## src/rtl/mau_pkg.sv

```systemverilog
`default_nettype none
// ============================================================================
//  Module      : mau_pkg
//  Description : Shared types and constants for the memory access unit.
//                DATA_W / ADDR_W  - data and address widths of the load/store
//                                   path and the data memory.
//                MAU_DEPTH        - default number of 32-bit words in the
//                                   data memory.
//                mau_state_e      - request FSM states.
//  Revision    : 1.0 - initial release
// ============================================================================
package mau_pkg;

    localparam int DATA_W    = 32;
    localparam int ADDR_W    = 32;
    localparam int MAU_DEPTH = 65536;

    typedef enum logic [1:0] {
        IDLE    = 2'd0,
        ISSUE   = 2'd1,
        CAPTURE = 2'd2,
        RESP    = 2'd3
    } mau_state_e;

endpackage : mau_pkg
`default_nettype wire

```

## src/rtl/mau_if.sv

```systemverilog
`default_nettype none
// ============================================================================
//  Module      : mau_if
//  Description : Bundle of the request/response handshake and the data
//                memory bus seen by the memory access unit.
//                slave  modport - the memory access unit itself.
//                master modport - the surrounding pipeline and data memory.
//                Request  : in_req_valid / out_req_ready, in_req_write,
//                           in_req_addr, in_req_wdata
//                Response : out_resp_valid / in_resp_ready, out_resp_rdata,
//                           out_resp_err
//                Memory   : out_mem_read, out_mem_write, out_mem_addr,
//                           out_mem_wdata, in_mem_rdata
//  Revision    : 1.0 - initial release
// ============================================================================
interface mau_if;
    import mau_pkg::*;

    logic              in_req_valid;
    logic              out_req_ready;
    logic              in_req_write;
    logic [ADDR_W-1:0] in_req_addr;
    logic [DATA_W-1:0] in_req_wdata;

    logic              out_resp_valid;
    logic              in_resp_ready;
    logic [DATA_W-1:0] out_resp_rdata;
    logic              out_resp_err;

    logic              out_mem_read;
    logic              out_mem_write;
    logic [ADDR_W-1:0] out_mem_addr;
    logic [DATA_W-1:0] out_mem_wdata;
    logic [DATA_W-1:0] in_mem_rdata;

    modport slave (
        input  in_req_valid, in_req_write, in_req_addr, in_req_wdata,
        input  in_resp_ready, in_mem_rdata,
        output out_req_ready, out_resp_valid, out_resp_rdata, out_resp_err,
        output out_mem_read, out_mem_write, out_mem_addr, out_mem_wdata
    );

    modport master (
        output in_req_valid, in_req_write, in_req_addr, in_req_wdata,
        output in_resp_ready, in_mem_rdata,
        input  out_req_ready, out_resp_valid, out_resp_rdata, out_resp_err,
        input  out_mem_read, out_mem_write, out_mem_addr, out_mem_wdata
    );

endinterface : mau_if
`default_nettype wire

```

## src/rtl/mem_access_unit.sv

```systemverilog
`default_nettype none
// ============================================================================
//  Module      : mem_access_unit
//  Description : Single-outstanding load/store initiator between the CPU
//                memory stage and a data memory with registered read data.
//                IDLE -> ISSUE (one-cycle strobe) -> [CAPTURE for loads] ->
//                RESP (held until in_resp_ready).
//  Ports       : clk    - rising-edge clock shared with the data memory
//                rst_n  - asynchronous active-low reset
//                bus    - mau_if.slave (request, response and memory bus)
//  Parameters  : DEPTH  - number of 32-bit words in the data memory
//  Options     : MAU_ADDR_CHECK_EN - when defined, requests with an address
//                >= DEPTH are answered with out_resp_err=1 without touching
//                memory. When undefined, out_resp_err stays 0.
//  Revision    : 1.0 - initial release
// ============================================================================
module mem_access_unit
    import mau_pkg::*;
#(
    parameter int DEPTH = MAU_DEPTH
) (
    input  wire logic clk,
    input  wire logic rst_n,
    mau_if.slave      bus
);

    localparam logic [1:0] S_IDLE    = IDLE;
    localparam logic [1:0] S_ISSUE   = ISSUE;
    localparam logic [1:0] S_CAPTURE = CAPTURE;
    localparam logic [1:0] S_RESP    = RESP;

    logic [1:0] r_state;
    logic [1:0] w_next;
    logic       r_write;
    logic       w_accept;
    logic       w_fault;

    assign w_accept = (r_state == S_IDLE) && bus.in_req_valid;

`ifdef MAU_ADDR_CHECK_EN
    assign w_fault = (bus.in_req_addr >= ADDR_W'(DEPTH));
`else
    logic w_unused_cfg;
    assign w_fault      = 1'b0;
    assign w_unused_cfg = ^(ADDR_W'(DEPTH));
`endif

    always_comb begin
        w_next = r_state;
        case (r_state)
            S_IDLE:    if (bus.in_req_valid) w_next = w_fault ? S_RESP : S_ISSUE;
            S_ISSUE:   w_next = r_write ? S_RESP : S_CAPTURE;
            S_CAPTURE: w_next = S_RESP;
            S_RESP:    if (bus.in_resp_ready) w_next = S_IDLE;
            default:   w_next = S_IDLE;
        endcase
    end

    // Every output is a flop loaded from the next-state decode, so outputs
    // change only on clock edges (or asynchronously on reset).
    always_ff @(posedge clk or negedge rst_n) begin
        if (!rst_n) begin
            r_state            <= S_IDLE;
            r_write            <= 1'b0;
            bus.out_req_ready  <= 1'b1;
            bus.out_resp_valid <= 1'b0;
            bus.out_resp_rdata <= '0;
            bus.out_resp_err   <= 1'b0;
            bus.out_mem_read   <= 1'b0;
            bus.out_mem_write  <= 1'b0;
            bus.out_mem_addr   <= '0;
            bus.out_mem_wdata  <= '0;
        end else begin
            r_state            <= w_next;
            bus.out_req_ready  <= (w_next == S_IDLE);
            bus.out_resp_valid <= (w_next == S_RESP);
            bus.out_mem_read   <= 1'b0;
            bus.out_mem_write  <= 1'b0;

            if (w_accept) begin
                r_write          <= bus.in_req_write;
                bus.out_resp_err <= w_fault;
                if (w_fault) begin
                    // Faulting requests never reach memory, so the memory
                    // address/data keep their previous values.
                    bus.out_resp_rdata <= '0;
                end else begin
                    bus.out_mem_addr  <= bus.in_req_addr;
                    bus.out_mem_wdata <= bus.in_req_wdata;
                    bus.out_mem_read  <= ~bus.in_req_write;
                    bus.out_mem_write <= bus.in_req_write;
                end
            end

            if ((r_state == S_ISSUE) && r_write) begin
                bus.out_resp_rdata <= '0;
            end

            // Memory registered its read data on the ISSUE closing edge.
            if (r_state == S_CAPTURE) begin
                bus.out_resp_rdata <= bus.in_mem_rdata;
            end
        end
    end

endmodule : mem_access_unit
`default_nettype wire
```

## src/flat_wrapper.sv

```systemverilog
// flat-port wrapper written by rule: the top's interface ports become plain ports
module mem_access_unit_flat import mau_pkg::*;
#(
    parameter int DEPTH = MAU_DEPTH
)
  (clk, rst_n, bus_in_req_valid, bus_in_req_write, bus_in_req_addr, bus_in_req_wdata, bus_in_resp_ready, bus_in_mem_rdata, bus_out_req_ready, bus_out_resp_valid, bus_out_resp_rdata, bus_out_resp_err, bus_out_mem_read, bus_out_mem_write, bus_out_mem_addr, bus_out_mem_wdata);
  mau_if bus_i ();
  input  wire logic clk;
  input  wire logic rst_n;
  input wire logic [$bits(bus_i.in_req_valid)-1:0] bus_in_req_valid;
  input wire logic [$bits(bus_i.in_req_write)-1:0] bus_in_req_write;
  input wire logic [$bits(bus_i.in_req_addr)-1:0] bus_in_req_addr;
  input wire logic [$bits(bus_i.in_req_wdata)-1:0] bus_in_req_wdata;
  input wire logic [$bits(bus_i.in_resp_ready)-1:0] bus_in_resp_ready;
  input wire logic [$bits(bus_i.in_mem_rdata)-1:0] bus_in_mem_rdata;
  output wire logic [$bits(bus_i.out_req_ready)-1:0] bus_out_req_ready;
  output wire logic [$bits(bus_i.out_resp_valid)-1:0] bus_out_resp_valid;
  output wire logic [$bits(bus_i.out_resp_rdata)-1:0] bus_out_resp_rdata;
  output wire logic [$bits(bus_i.out_resp_err)-1:0] bus_out_resp_err;
  output wire logic [$bits(bus_i.out_mem_read)-1:0] bus_out_mem_read;
  output wire logic [$bits(bus_i.out_mem_write)-1:0] bus_out_mem_write;
  output wire logic [$bits(bus_i.out_mem_addr)-1:0] bus_out_mem_addr;
  output wire logic [$bits(bus_i.out_mem_wdata)-1:0] bus_out_mem_wdata;
  assign bus_i.in_req_valid = bus_in_req_valid;
  assign bus_i.in_req_write = bus_in_req_write;
  assign bus_i.in_req_addr = bus_in_req_addr;
  assign bus_i.in_req_wdata = bus_in_req_wdata;
  assign bus_i.in_resp_ready = bus_in_resp_ready;
  assign bus_i.in_mem_rdata = bus_in_mem_rdata;
  assign bus_out_req_ready = bus_i.out_req_ready;
  assign bus_out_resp_valid = bus_i.out_resp_valid;
  assign bus_out_resp_rdata = bus_i.out_resp_rdata;
  assign bus_out_resp_err = bus_i.out_resp_err;
  assign bus_out_mem_read = bus_i.out_mem_read;
  assign bus_out_mem_write = bus_i.out_mem_write;
  assign bus_out_mem_addr = bus_i.out_mem_addr;
  assign bus_out_mem_wdata = bus_i.out_mem_wdata;
  mem_access_unit #(.DEPTH(DEPTH)) u_core (.clk(clk), .rst_n(rst_n), .bus(bus_i));
endmodule
```

## config.mk

```make
export PLATFORM = sky130hd
export DESIGN_NAME = mem_access_unit_flat
export DESIGN_NICKNAME = d
export VERILOG_FILES = /design/src/rtl/mau_pkg.sv /design/src/rtl/mau_if.sv /design/src/rtl/mem_access_unit.sv /design/src/flat_wrapper.sv
export SDC_FILE = /design/constraint.sdc
export NUM_CORES = 1
export LEC_CHECK = 0
export BUFFER_PORTS_ARGS = -buffer_cell sky130_fd_sc_hd__buf_2
export CAP_MARGIN = 20
export CORE_MARGIN = 5
export CORE_UTILIZATION = 42
export DETAILED_ROUTE_END_ITERATION = 8
export PLACE_DENSITY_LB_ADDON = 0.2
export SYNTH_ARGS = -nofsm -noshare
export SYNTH_HDL_FRONTEND = slang
export SYNTH_SLANG_ARGS = --single-unit
```

## constraint.sdc

```tcl
create_clock -name clk -period 1.4 [get_ports clk]
set_input_delay 0.07 -clock clk [delete_from_list [all_inputs] [get_ports clk]]
set_output_delay 0.07 -clock clk [all_outputs]
set_load 0.03 [all_outputs]
```

==> metrics.txt, run 1 <==
# TYPE chip_impl_metric gauge
chip_impl_metric{name="postCtsSetupBuffers",unit=""} 0
chip_impl_info{name="grt_setup_unrepaired",value="yes"} 1
chip_impl_info{name="cp_slowest_cell",value="dfrtp_1"} 1
chip_impl_metric{name="overflow",unit=""} 0
chip_impl_info{name="hold_path_class",value="input port to register"} 1
chip_impl_info{name="path_delay_family",value="flip-flops"} 1
chip_impl_metric{name="routed_wire_length_per_instance",unit="um"} 16.9
chip_impl_metric{name="grt_antenna_before_repair",unit=""} 0
chip_impl_info{name="root_buf_cell",value="clkbuf_8"} 1
chip_impl_metric{name="setup_total_negative_slack",unit="ns"} -1.58
chip_impl_metric{name="cap_viol_max_count",unit=""} 0
chip_impl_metric{name="via_per_inst",unit=""} 4.84
chip_impl_metric{name="ys_warn_count",unit=""} 0
chip_impl_metric{name="start_util",unit="%"} 42.9
chip_impl_metric{name="drt-pass1-iter-count",unit=""} 4
chip_impl_metric{name="finalMaxSlewViolations",unit=""} 0
chip_impl_metric{name="netlist_instances",unit=""} 302
chip_impl_metric{name="fin_worst_skew",unit="ns"} 0.00802
chip_impl_metric{name="num-nets-final",unit=""} 700
chip_impl_metric{name="port_buffers",unit=""} 200
chip_impl_metric{name="place_congestion",unit=""} 0.713
chip_impl_metric{name="report.power.total",unit="mW"} 16.4
chip_impl_metric{name="finalWorstPathRequiredPeriod",unit="ns"} 1.46
chip_impl_metric{name="chipWidth",unit="um"} 110
chip_impl_info{name="final_common_cell",value="buf_2"} 1
chip_impl_metric{name="clk_transition_reported_paths",unit="ns"} 0.10
chip_impl_metric{name="placeableCoreArea",unit="mm^2"} 0.00973
chip_impl_metric{name="clkLatencyLatePin",unit="ns"} 0.36
chip_impl_metric{name="final.setup.worst_slack",unit="ns"} -0.0556
chip_impl_metric{name="finalHoldViolations",unit=""} 0
chip_impl_info{name="critPathLaunchType",value="register"} 1
chip_impl_info{name="main_combinational_cell_family_by_area_after_synthesis",value="multiplexers"} 1
chip_impl_info{name="worstPathCellList",value="nor2_2, and2_4, clkbuf_16, mux2_4"} 1
chip_impl_metric{name="grt_start_max_net_pins",unit=""} 50
chip_impl_info{name="clock_tree_from_tritoncts",value="yes"} 1
chip_impl_metric{name="synthesis.nets",unit=""} 403
chip_impl_metric{name="areaGrowthSynthToFinish",unit="%"} 59.7
chip_impl_metric{name="num_cts_buffers",unit=""} 9
chip_impl_metric{name="flops_latches_synth",unit=""} 103
chip_impl_metric{name="synth_fa_ha_area_share",unit="%"} 0
chip_impl_info{name="timing_worst_setup_path_type",value="register to register"} 1
chip_impl_metric{name="hpwl",unit="um"} 7540
chip_impl_metric{name="synth_simple_gate_area_share",unit="%"} 4.53
chip_impl_metric{name="tritoncts_num_sinks",unit=""} 103
chip_impl_metric{name="post_route_cells_drive_above_1_share",unit="%"} 49.5
chip_impl_metric{name="max-vdd-ir-drop",unit="mV"} 1.41
chip_impl_metric{name="timing.critical_path.required",unit="ns"} 1.65
chip_impl_info{name="timing.critical_path.to_type",value="register"} 1
chip_impl_metric{name="total_standard_cell_area_after_synthesis",unit="mm^2"} 0.00417
chip_impl_metric{name="power_leakage",unit="nW"} 3.32
chip_impl_metric{name="cellPowerDensity",unit="mW/mm^2"} 2460
chip_impl_metric{name="io_pins",unit=""} 202
chip_impl_metric{name="synth_compound_gate_area_share",unit="%"} 8.91
chip_impl_metric{name="period_utilisation_layout",unit="%"} 104
chip_impl_metric{name="synthMuxAreaShare",unit="%"} 21.0
chip_impl_metric{name="count_of_different_cell_masters_after_synthesis",unit=""} 22
chip_impl_metric{name="number_of_global_route_vias_before_repair",unit=""} 3816
chip_impl_metric{name="cpPeakStageDelay",unit="ns"} 0.43
chip_impl_metric{name="drt.antenna.violating_nets",unit=""} 0
chip_impl_metric{name="h-tree-depth",unit=""} 3
chip_impl_metric{name="route.final.wire_length",unit="um"} 12500
chip_impl_metric{name="drt-initial-drc-count",unit=""} 113
chip_impl_metric{name="path_max_fanout",unit=""} 16
chip_impl_metric{name="core.rowCount",unit=""} 36
chip_impl_metric{name="setup_violations",unit=""} 58
chip_impl_info{name="violations",value="setup timing"} 1
chip_impl_metric{name="cp.buffers_inverters",unit=""} 1
chip_impl_metric{name="post_synth_xor_area_fraction",unit="%"} 0
chip_impl_metric{name="fmax",unit="MHz"} 687
chip_impl_metric{name="n_antenna_cell",unit=""} 0
chip_impl_metric{name="synth_seq_area_share",unit="%"} 61.8
chip_impl_metric{name="die-area",unit="mm^2"} 0.0120
chip_impl_metric{name="num_vias",unit=""} 3568
chip_impl_metric{name="worst_ep_arrival_time",unit="ns"} 1.71
chip_impl_info{name="commonest_cells_after_routing_fill_and_taps_aside",value="buf_2 (199), dfrtp_1 (102), dlygate4sd3_1 (96)"} 1
chip_impl_metric{name="grt_usage",unit="%"} 20.1
chip_impl_info{name="status",value="complete, but fails checks"} 1
chip_impl_metric{name="syn-mean-instance-area",unit="um^2"} 13.8
chip_impl_metric{name="chipHeight",unit="um"} 110
chip_impl_metric{name="wire_length_of_the_first_global_routing_pass",unit="um"} 18800
chip_impl_metric{name="route.detailed.drc",unit=""} 0
chip_impl_metric{name="clk_path_buf_depth",unit=""} 2
chip_impl_metric{name="fillerInstances",unit=""} 745
## cells by family after synthesis
kind of cell           after synthesis
other                                1
flip-flops                         103
multiplexers                        65
AND/OR/NAND/NOR                     44
buffers and inverters               23
AO/OA/AOI/OAI                       66
## layer usage
layer,global-route usage (%),up-vias,part of all wire (%)
met3,5.46,27,7.8
met2,35.4,153,50
met4,7.39,0,2.3
met1,23.4,1728,40
li1,-,1660,-
met5,0,-,0
## timing repair
action | in CTS | in global routing
gates cloned | 0 | 1
endpoints found under the setup margin | 68 | 83
resized for setup | 3 | 21
pin swaps | 1 | 0
hold endpoints to repair | 164 | 0
hold buffers | 96 | 0
## stage by stage
stage / util, % / setup WS (ns) / instances / instance area [um^2] / hold slack [ns]
CTS: 67.4 / -0.0260 / 736 / 6560 / 0.000996
global placement: 54.9 / -0.00628 / 624 / 5340 / 0.0245
floorplan: - / 0.0100 / 302 / 4170 / -0.226
detailed placement: 54.9 / -0.0441 / 624 / 5340 / 0.0294
global route: 68.5 / -0.121 / 737 / 6670 / 0.00574
finish: 68.5 / -0.0556 / 737 / 6670 / 0.0164
## report_power, final
part / leakage [nW] / switching [mW] / total (mW) / internal (mW)
combinational: 1.98 / 5.33 / 8.78 / 3.45
sequential: 1.22 / 0.954 / 5.45 / 4.50
clock: 0.119 / 0.998 / 2.16 / 1.16
## area by class of cell
cell class | count | area [um^2] | share of cell area, %
Multi-Input combinational cell | 176 | 1500 | 22.5
Timing Repair Buffer | 309 | 2180 | 32.7
Clock buffer | 12 | 165 | 2.48
Tap cell | 133 | 166 | 2.50
Sequential cell | 103 | 2580 | 38.7
Clock inverter | 4 | 76.3 | 1.15
## worst paths after layout
kind	start	endpoint	slack (ns)	depth (start not counted)
min	bus_in_mem_rdata[13]	u_core.bus.out_resp_rdata[13]	0.02	3
min in group asynchronous	rst_n	u_core.bus.out_mem_addr[24]	0.20	2
max	u_core.r_state[1]	u_core.bus.out_mem_wdata[1]	-0.06	4
max reg2reg	u_core.r_state[1]	u_core.bus.out_mem_wdata[1]	-0.06	4
min reg2reg	u_core.bus.out_mem_addr[17]	u_core.bus.out_mem_addr[17]	0.51	1
max in group asynchronous	rst_n	u_core.bus.out_resp_rdata[27]	0.61	3
## state kept, by name (all words and copies together), names as in the netlist
| name | flops |
|---|---|
| u_core.bus.out_resp_rdata | 32 |
| u_core.bus.out_req_ready | 1 |
| u_core.r_state | 2 |
| u_core.bus.out_mem_wdata | 32 |
| u_core.bus.out_mem_addr | 32 |
| u_core.r_write | 1 |
| u_core.bus.out_mem_write | 1 |
| u_core.bus.out_resp_valid | 1 |
| u_core.bus.out_mem_read | 1 |
## synthesized netlist by cell type
cell type / n / share of area, %
dfrtp_1: 102 / 61
and3_1: 2 / 0.30
a31oi_1: 1 / 0.15
buf_6: 2 / 0.54
nor2_1: 3 / 0.27
nand2b_1: 3 / 0.45
conb_1: 1 / 0.090
buf_8: 3 / 1.1
buf_1: 3 / 0.27
o22ai_1: 32 / 4.8
buf_2: 10 / 1.2
nor2b_1: 1 / 0.15
and2_4: 1 / 0.21
nor3_1: 1 / 0.12
mux2_2: 26 / 7.0
a21oi_1: 33 / 4.0
nand2_1: 32 / 2.9
clkbuf_1: 4 / 0.36
or2_2: 1 / 0.15
mux2_4: 39 / 14
buf_4: 1 / 0.18
dfstp_2: 1 / 0.63
## worst reg2reg max path, cell delays in order, from the launching register on
cell and delay (ns):
dfrtp_1 0.43, nor2_2 0.12, and2_4 0.24, clkbuf_16 0.24, mux2_4 0.32
No activity file was read; power rests on OpenSTA's default activity.
==> run 2, diff against run 1 <==
ABC_AREA = 1   (was default)
CORE_UTILIZATION = 41   (was 42)
==> metrics.txt, run 2 <==
# TYPE chip_impl_metric gauge
chip_impl_info{name="status",value="complete, no violations"} 1
chip_impl_metric{name="grt_start_max_net_pins",unit=""} 57
chip_impl_metric{name="power_leakage",unit="nW"} 3.61
chip_impl_info{name="worstPathCellList",value="nor2_4, nand2_2, buf_4, nand2_1, nand2_1"} 1
chip_impl_metric{name="clk_transition_reported_paths",unit="ns"} 0.09
chip_impl_metric{name="finalMaxSlewViolations",unit=""} 0
chip_impl_metric{name="place_congestion",unit=""} 0.777
chip_impl_metric{name="path_max_fanout",unit=""} 32
chip_impl_metric{name="count_of_different_cell_masters_after_synthesis",unit=""} 16
chip_impl_info{name="main_combinational_cell_family_by_area_after_synthesis",value="simple AND/OR/NAND/NOR gates"} 1
chip_impl_metric{name="number_of_global_route_vias_before_repair",unit=""} 4292
chip_impl_metric{name="clk_path_buf_depth",unit=""} 2
chip_impl_metric{name="synth_compound_gate_area_share",unit="%"} 0.184
chip_impl_metric{name="syn-mean-instance-area",unit="um^2"} 9.19
chip_impl_metric{name="areaGrowthSynthToFinish",unit="%"} 56.1
chip_impl_metric{name="chipWidth",unit="um"} 110
chip_impl_metric{name="core.rowCount",unit=""} 36
chip_impl_metric{name="synth_simple_gate_area_share",unit="%"} 31.3
chip_impl_metric{name="route.final.wire_length",unit="um"} 12400
chip_impl_metric{name="drt-initial-drc-count",unit=""} 317
chip_impl_metric{name="grt_usage",unit="%"} 20.9
chip_impl_metric{name="setup_violations",unit=""} 0
chip_impl_metric{name="finalWorstPathRequiredPeriod",unit="ns"} 1.25
chip_impl_metric{name="routed_wire_length_per_instance",unit="um"} 14.2
chip_impl_metric{name="finalHoldViolations",unit=""} 0
chip_impl_info{name="synth.most_common_cell",value="nand2_1"} 1
chip_impl_info{name="commonest_cells_after_routing_fill_and_taps_aside",value="buf_2 (199), nand2_1 (197), dfrtp_1 (102)"} 1
chip_impl_metric{name="chipHeight",unit="um"} 110
chip_impl_metric{name="worst_ep_arrival_time",unit="ns"} 1.49
chip_impl_metric{name="num-nets-final",unit=""} 836
chip_impl_metric{name="h-tree-depth",unit=""} 3
chip_impl_info{name="netlist_top_cells_count",value="nand2_1 (197), dfrtp_1 (102), nand3_1 (99), buf_2 (21), buf_4 (5)"} 1
chip_impl_metric{name="num_cts_buffers",unit=""} 9
chip_impl_metric{name="fin_worst_skew",unit="ns"} 0.00687
chip_impl_metric{name="post_synth_xor_area_fraction",unit="%"} 0
chip_impl_metric{name="power.net_switching",unit="mW"} 6.73
chip_impl_metric{name="timing.critical_path.required",unit="ns"} 1.64
chip_impl_metric{name="via_per_inst",unit=""} 4.72
chip_impl_metric{name="wire_length_of_the_first_global_routing_pass",unit="um"} 19900
chip_impl_metric{name="p_seq_share",unit="%"} 36.7
chip_impl_info{name="cp_slowest_cell",value="dfrtp_1"} 1
chip_impl_metric{name="dr_wl_met3",unit="um"} 1030
chip_impl_metric{name="drt.antenna.violating_nets",unit=""} 0
chip_impl_metric{name="drt-pass1-iter-count",unit=""} 4
chip_impl_metric{name="fmax",unit="MHz"} 802
chip_impl_metric{name="die-area",unit="mm^2"} 0.0120
chip_impl_metric{name="io_pins",unit=""} 202
chip_impl_metric{name="async_reset_ff_share",unit="%"} 100
chip_impl_info{name="grt_setup_unrepaired",value="no"} 1
chip_impl_info{name="route.top_layer_used",value="met4"} 1
chip_impl_metric{name="tritoncts_num_sinks",unit=""} 103
chip_impl_metric{name="period_utilisation_layout",unit="%"} 89.1
chip_impl_info{name="root_buf_cell",value="clkbuf_8"} 1
chip_impl_metric{name="synthesis.nets",unit=""} 545
chip_impl_info{name="dominantRegCellSynth",value="dfrtp_1"} 1
chip_impl_metric{name="routedLengthMet1",unit="um"} 4880
chip_impl_metric{name="port_buffers",unit=""} 200
chip_impl_metric{name="clkLatencyLatePin",unit="ns"} 0.35
chip_impl_metric{name="synthMuxAreaShare",unit="%"} 0
chip_impl_metric{name="p_clk_share",unit="%"} 11.8
chip_impl_info{name="biggestRegsByFlops",value="u_core.bus.out_mem_addr x32, u_core.bus.out_mem_wdata x32, u_core.bus.out_resp_rdata x32"} 1
chip_impl_info{name="path_common_cell",value="nand2_1"} 1
chip_impl_metric{name="cpPeakStageDelay",unit="ns"} 0.46
chip_impl_metric{name="netlist_instances",unit=""} 444
chip_impl_metric{name="setup_total_negative_slack",unit="ns"} 0
chip_impl_metric{name="placeableCoreArea",unit="mm^2"} 0.00973
chip_impl_info{name="ys_top_cells_by_area",value="dfrtp_1 (63%), nand2_1 (18%), nand3_1 (12%), buf_2 (2.6%), buf_6 (1.1%)"} 1
chip_impl_metric{name="internal-power",unit="mW"} 7.20
chip_impl_info{name="synth_area_leader_cell",value="dfrtp_1"} 1
chip_impl_info{name="final_common_cell",value="buf_2"} 1
chip_impl_metric{name="synthDominantCellAreaShare",unit="%"} 62.6
chip_impl_metric{name="total_standard_cell_area_after_synthesis",unit="mm^2"} 0.00408
chip_impl_metric{name="placed_cells_incl_taps",unit=""} 759
chip_impl_metric{name="overflow",unit=""} 0
chip_impl_metric{name="edff_count_synth",unit=""} 0
chip_impl_metric{name="hpwl",unit="um"} 7940
chip_impl_metric{name="max-vdd-ir-drop",unit="mV"} 1.28
chip_impl_metric{name="num_vias",unit=""} 4116
chip_impl_info{name="critPathLaunchType",value="register"} 1
chip_impl_info{name="hold_path_class",value="input port to register"} 1
chip_impl_metric{name="dr_wl_met2",unit="um"} 6090
chip_impl_info{name="timing.critical_path.to_type",value="register"} 1
chip_impl_metric{name="start_util",unit="%"} 41.9
chip_impl_metric{name="route.detailed.drc",unit=""} 0
chip_impl_metric{name="synth_seq_area_share",unit="%"} 63.2
chip_impl_metric{name="cellPowerDensity",unit="mW/mm^2"} 2190
chip_impl_metric{name="post_route_cells_drive_above_1_share",unit="%"} 31.4
chip_impl_metric{name="flops_latches_synth",unit=""} 103
chip_impl_metric{name="power.share.combinational",unit="%"} 51.4
chip_impl_metric{name="cap_viol_max_count",unit=""} 0
chip_impl_metric{name="ys_warn_count",unit=""} 0
chip_impl_info{name="timing_worst_setup_path_type",value="register to register"} 1
chip_impl_metric{name="grt_antenna_before_repair",unit=""} 0
chip_impl_metric{name="fin_cells",unit=""} 872
chip_impl_metric{name="synth_fa_ha_area_share",unit="%"} 0
chip_impl_metric{name="power.switching_fraction",unit="%"} 48.3
chip_impl_info{name="clock_tree_from_tritoncts",value="yes"} 1
-- run 2: path summary, 6_finish.rpt --
check | slack, ns | startpoint | cells past startpoint | to
worst max-delay path | 0.15 | u_core.r_state[0] | 5 | u_core.bus.out_mem_addr[18]
worst min-delay path | 0.02 | bus_in_resp_ready | 3 | u_core.bus.out_resp_valid
worst max register to register | 0.15 | u_core.r_state[0] | 5 | u_core.bus.out_mem_addr[18]
worst min register to register | 0.47 | u_core.bus.out_mem_wdata[23] | 2 | u_core.bus.out_mem_wdata[23]
max in group asynchronous | 0.82 | rst_n | 3 | u_core.bus.out_req_ready
min in group asynchronous | 0.25 | rst_n | 3 | u_core.bus.out_mem_addr[23]
-- run 2: layer usage --
layer | up-vias | global-route usage (%)
met5 | - | 0
met4 | 0 | 10.5
met3 | 35 | 5.05
met2 | 186 | 35.0
met1 | 1907 | 25.2
li1 | 1988 | -
-- run 2: layout make-up --
cell class / count / area, um^2
fill: 808 / 3360
sequential: 103 / 2580
timing repair buffer: 311 / 2150
multi-input combinational: 304 / 1290
tap: 133 / 166
clock buffer: 13 / 159
inverter: 6 / 22.5
clock inverter: 1 / 5.00
antenna: 1 / 2.50
-- run 2: stage by stage --
step | utilization (%) | cell area [um^2] | setup slack [ns] | power, mW | hold slack, ns
after floorplan | - | 4080 | 0.274 | 9.93 | -0.226
final | 65.5 | 6370 | 0.153 | 13.9 | 0.0234
after detailed placement | 53.6 | 5220 | 0.0998 | 12.1 | 0.0822
after global routing | 65.4 | 6370 | 0.0843 | 14.9 | 0.0147
after CTS | 65.4 | 6360 | 0.0737 | 14.0 | 0.00349
after global placement | 53.6 | 5220 | 0.126 | 12.0 | 0.0863
-- run 2: cells by family after synthesis --
| logic type | count (synthesis) |
|---|---|
| and+or+nand+nor | 302 |
| DFF | 103 |
| buffers and inverters | 37 |
| AOI/OAI and AO/OA | 1 |
| other | 1 |
-- run 2: critical path: cells and delay by family (launching register included) --
kind	cells	cell delay (ns)
buf+inv	1	0.25
flops	1	0.46
simple gates	4	0.42
-- run 2: timing repair --
action / 4_1_cts / 5_1_grt
hold buffers: 98 / 0
buffers inserted: 0 / 0
gates resized for setup: 0 / 1
setup endpoints to repair: 0 / 13
endpoints found under the hold margin: 201 / 0
-- run 2: power groups by stage --
stage               Sequential, mW  Clock (mW)  Combinational [mW]
global placement              5.11           0                6.89
detailed placement            5.14           0                6.99
CTS                           5.10        1.71                7.19
floorplan                     7.71           0                2.22
global route                  5.27        1.85                7.81
finish                        5.12        1.65                7.17
==> run 3, diff against run 2 <==
BUFFER_PORTS_ARGS = -buffer_cell sky130_fd_sc_hd__clkbuf_2   (was -buffer_cell sky130_fd_sc_hd__buf_2)
RECOVER_POWER = 50   (was default)
==> metrics.txt, run 3 (same netlist as run 2, synthesis figures left out) <==
# TYPE chip_impl_metric gauge
chip_impl_metric{name="fmax",unit="MHz"} 804
chip_impl_metric{name="grt_start_max_net_pins",unit=""} 57
chip_impl_info{name="grt_setup_unrepaired",value="no"} 1
chip_impl_info{name="root_buf_cell",value="clkbuf_8"} 1
chip_impl_metric{name="clk_path_buf_depth",unit=""} 2
chip_impl_metric{name="min_path_cells",unit=""} 3
chip_impl_info{name="cp_slowest_cell",value="dfrtp_1"} 1
chip_impl_metric{name="report.power.total",unit="mW"} 13.9
chip_impl_metric{name="port_buffers",unit=""} 200
chip_impl_metric{name="drt-initial-drc-count",unit=""} 230
chip_impl_metric{name="final_cell_area",unit="mm^2"} 0.00633
chip_impl_metric{name="setup_violations",unit=""} 0
chip_impl_metric{name="n_antenna_cell",unit=""} 0
chip_impl_metric{name="sequential_cell_area",unit="mm^2"} 0.00258
chip_impl_info{name="hold_path_class",value="input port to register"} 1
chip_impl_metric{name="fillerInstances",unit=""} 828
chip_impl_metric{name="cap_viol_max_count",unit=""} 0
chip_impl_metric{name="core.rowCount",unit=""} 36
chip_impl_metric{name="start_util",unit="%"} 41.9
chip_impl_metric{name="hpwl",unit="um"} 7920
chip_impl_metric{name="num_cts_buffers",unit=""} 9
chip_impl_metric{name="fin_worst_skew",unit="ns"} 0.0105
chip_impl_metric{name="period_utilisation_layout",unit="%"} 88.9
chip_impl_metric{name="timing.critical_path.required",unit="ns"} 1.65
chip_impl_metric{name="tritoncts_num_sinks",unit=""} 103
chip_impl_metric{name="routed_wire_length_per_instance",unit="um"} 13.9
chip_impl_metric{name="whs",unit="ns"} 0.140
chip_impl_metric{name="clkLatencyLatePin",unit="ns"} 0.36
chip_impl_metric{name="route.final.wire_length",unit="um"} 12200
chip_impl_info{name="ff_to_ff_start",value="u_core.r_state[0]"} 1
chip_impl_metric{name="worst_ep_arrival_time",unit="ns"} 1.49
chip_impl_metric{name="chipWidth",unit="um"} 110
chip_impl_metric{name="route.detailed.drc",unit=""} 0
chip_impl_metric{name="areaGrowthSynthToFinish",unit="%"} 55.1
chip_impl_metric{name="postCtsSetupBuffers",unit=""} 0
chip_impl_info{name="path_common_cell",value="nand2_1"} 1
chip_impl_metric{name="number_of_global_route_vias_before_repair",unit=""} 4114
chip_impl_metric{name="overflow",unit=""} 0
chip_impl_info{name="commonest_cells_after_routing_fill_and_taps_aside",value="nand2_1 (197), clkbuf_2 (149), dfrtp_1 (102)"} 1
chip_impl_metric{name="cpPeakStageDelay",unit="ns"} 0.47
chip_impl_info{name="worst_r2r_endpoint",value="u_core.bus.out_mem_addr[20]"} 1
chip_impl_metric{name="place_congestion",unit=""} 0.756
chip_impl_metric{name="clk_transition_reported_paths",unit="ns"} 0.09
chip_impl_metric{name="grt_usage",unit="%"} 20.7
chip_impl_metric{name="cellPowerDensity",unit="mW/mm^2"} 2200
chip_impl_metric{name="max_slew.worst_pin.slew",unit="ns"} 0.756
chip_impl_metric{name="die-area",unit="mm^2"} 0.0120
chip_impl_metric{name="multi_input_area",unit="mm^2"} 0.00129
chip_impl_metric{name="io_pins",unit=""} 202
chip_impl_info{name="timing_worst_setup_path_type",value="register to register"} 1
chip_impl_metric{name="max-vdd-ir-drop",unit="mV"} 1.17
chip_impl_info{name="min-delay-start",value="bus_in_req_valid"} 1
chip_impl_metric{name="preCtsSetupSlack",unit="ns"} 0.0976
chip_impl_metric{name="num-nets-final",unit=""} 838
chip_impl_metric{name="wire_length_of_the_first_global_routing_pass",unit="um"} 19400
chip_impl_info{name="final_common_cell",value="nand2_1"} 1
chip_impl_metric{name="num_vias",unit=""} 4086
chip_impl_info{name="biggestRegsByFlops",value="u_core.bus.out_mem_addr x32, u_core.bus.out_mem_wdata x32, u_core.bus.out_resp_rdata x32"} 1
chip_impl_metric{name="chipHeight",unit="um"} 110
chip_impl_metric{name="post_route_cells_drive_above_1_share",unit="%"} 25.1
chip_impl_info{name="critPathLaunchType",value="register"} 1
chip_impl_metric{name="h-tree-depth",unit=""} 3
chip_impl_metric{name="postPlaceCellArea",unit="mm^2"} 0.00523
chip_impl_metric{name="setup_total_negative_slack",unit="ns"} 0
chip_impl_info{name="timing.critical_path.to_type",value="register"} 1
chip_impl_metric{name="via_per_inst",unit=""} 4.67
chip_impl_info{name="worstHoldEndpoint",value="u_core.bus.out_mem_addr[7]"} 1
chip_impl_metric{name="finalWorstPathRequiredPeriod",unit="ns"} 1.24
chip_impl_metric{name="placeableCoreArea",unit="mm^2"} 0.00973
chip_impl_metric{name="reg2regPathDepth",unit=""} 5
chip_impl_metric{name="grt_antenna_before_repair",unit=""} 0
chip_impl_metric{name="max-slew-margin-rel",unit="%"} 49.6
chip_impl_metric{name="finalHoldViolations",unit=""} 0
chip_impl_metric{name="flop_to_flop_setup_slack",unit="ns"} 0.16
chip_impl_metric{name="power_leakage",unit="nW"} 3.46
chip_impl_info{name="worstPathCellList",value="nor2_4, nand2_2, buf_4, nand2_1, nand2_1"} 1
chip_impl_metric{name="final.setup.worst_slack",unit="ns"} 0.155
chip_impl_info{name="clock_tree_from_tritoncts",value="yes"} 1
chip_impl_metric{name="drt.antenna.violating_nets",unit=""} 0
chip_impl_metric{name="path_max_fanout",unit=""} 32
chip_impl_info{name="status",value="complete, no violations"} 1
chip_impl_metric{name="finalMaxSlewViolations",unit=""} 0
chip_impl_metric{name="drt-pass1-iter-count",unit=""} 4
## run 3: worst max-delay path by stage
stage,depth (start not counted),slack [ns],start,endpoint
after floorplan,6,0.27,u_core.r_state[0],u_core.bus.out_mem_wdata[10]
after detailed placement,4,0.1,u_core.r_state[0],u_core.bus.out_mem_addr[9]
final,5,0.16,u_core.r_state[0],u_core.bus.out_mem_addr[20]
after global placement,4,0.14,u_core.r_state[0],u_core.bus.out_mem_addr[11]
after CTS,4,0.07,u_core.r_state[0],u_core.bus.out_mem_addr[8]
after global routing,4,0.03,u_core.r_state[0],u_core.bus.out_mem_addr[20]
## run 3: final cells by class
type / count / area share [%]
Clock buffer: 10 / 2.18
Clock inverter: 6 / 0.949
Inverter: 6 / 0.356
Multi-Input combinational cell: 304 / 20.3
Sequential cell: 103 / 40.8
Tap cell: 133 / 2.63
Timing Repair Buffer: 313 / 32.8
## run 3: per-stage QoR
step,util [%],std cells
after floorplan,-,444
after global placement,53.7,760
after detailed placement,53.7,760
after CTS,65.9,875
after global routing,65.0,875
final,65.0,875
## run 3: metal layers
metal  part of all wire [%]  global-route usage (%)  vias up
met4                    2.2                    9.62        0
met2                     50                    35.3      154
li1                       -                       -     1995
met1                     40                    24.6     1911
met5                      0                       0        -
met3                    7.9                    4.87       26
## run 3: repair_timing
action,4_1_cts,5_1_grt
resized for setup,0,1
hold buffers,99,0
endpoints found under the hold margin,203,0
setup endpoints to repair,0,19
## run 3: report_power, final
part | leakage [nW] | internal [mW] | switching [mW]
sequential | 1.29 | 4.35 | 0.799
combinational | 2.08 | 1.93 | 5.03
clock | 0.0981 | 0.866 | 0.970
## run 3: critical path, delay by kind of cell, from the launching register on
kind,cells,cell delay (ns)
flip-flops,1,0.47
AND/OR/NAND/NOR,4,0.41
buffers and inverters,1,0.25
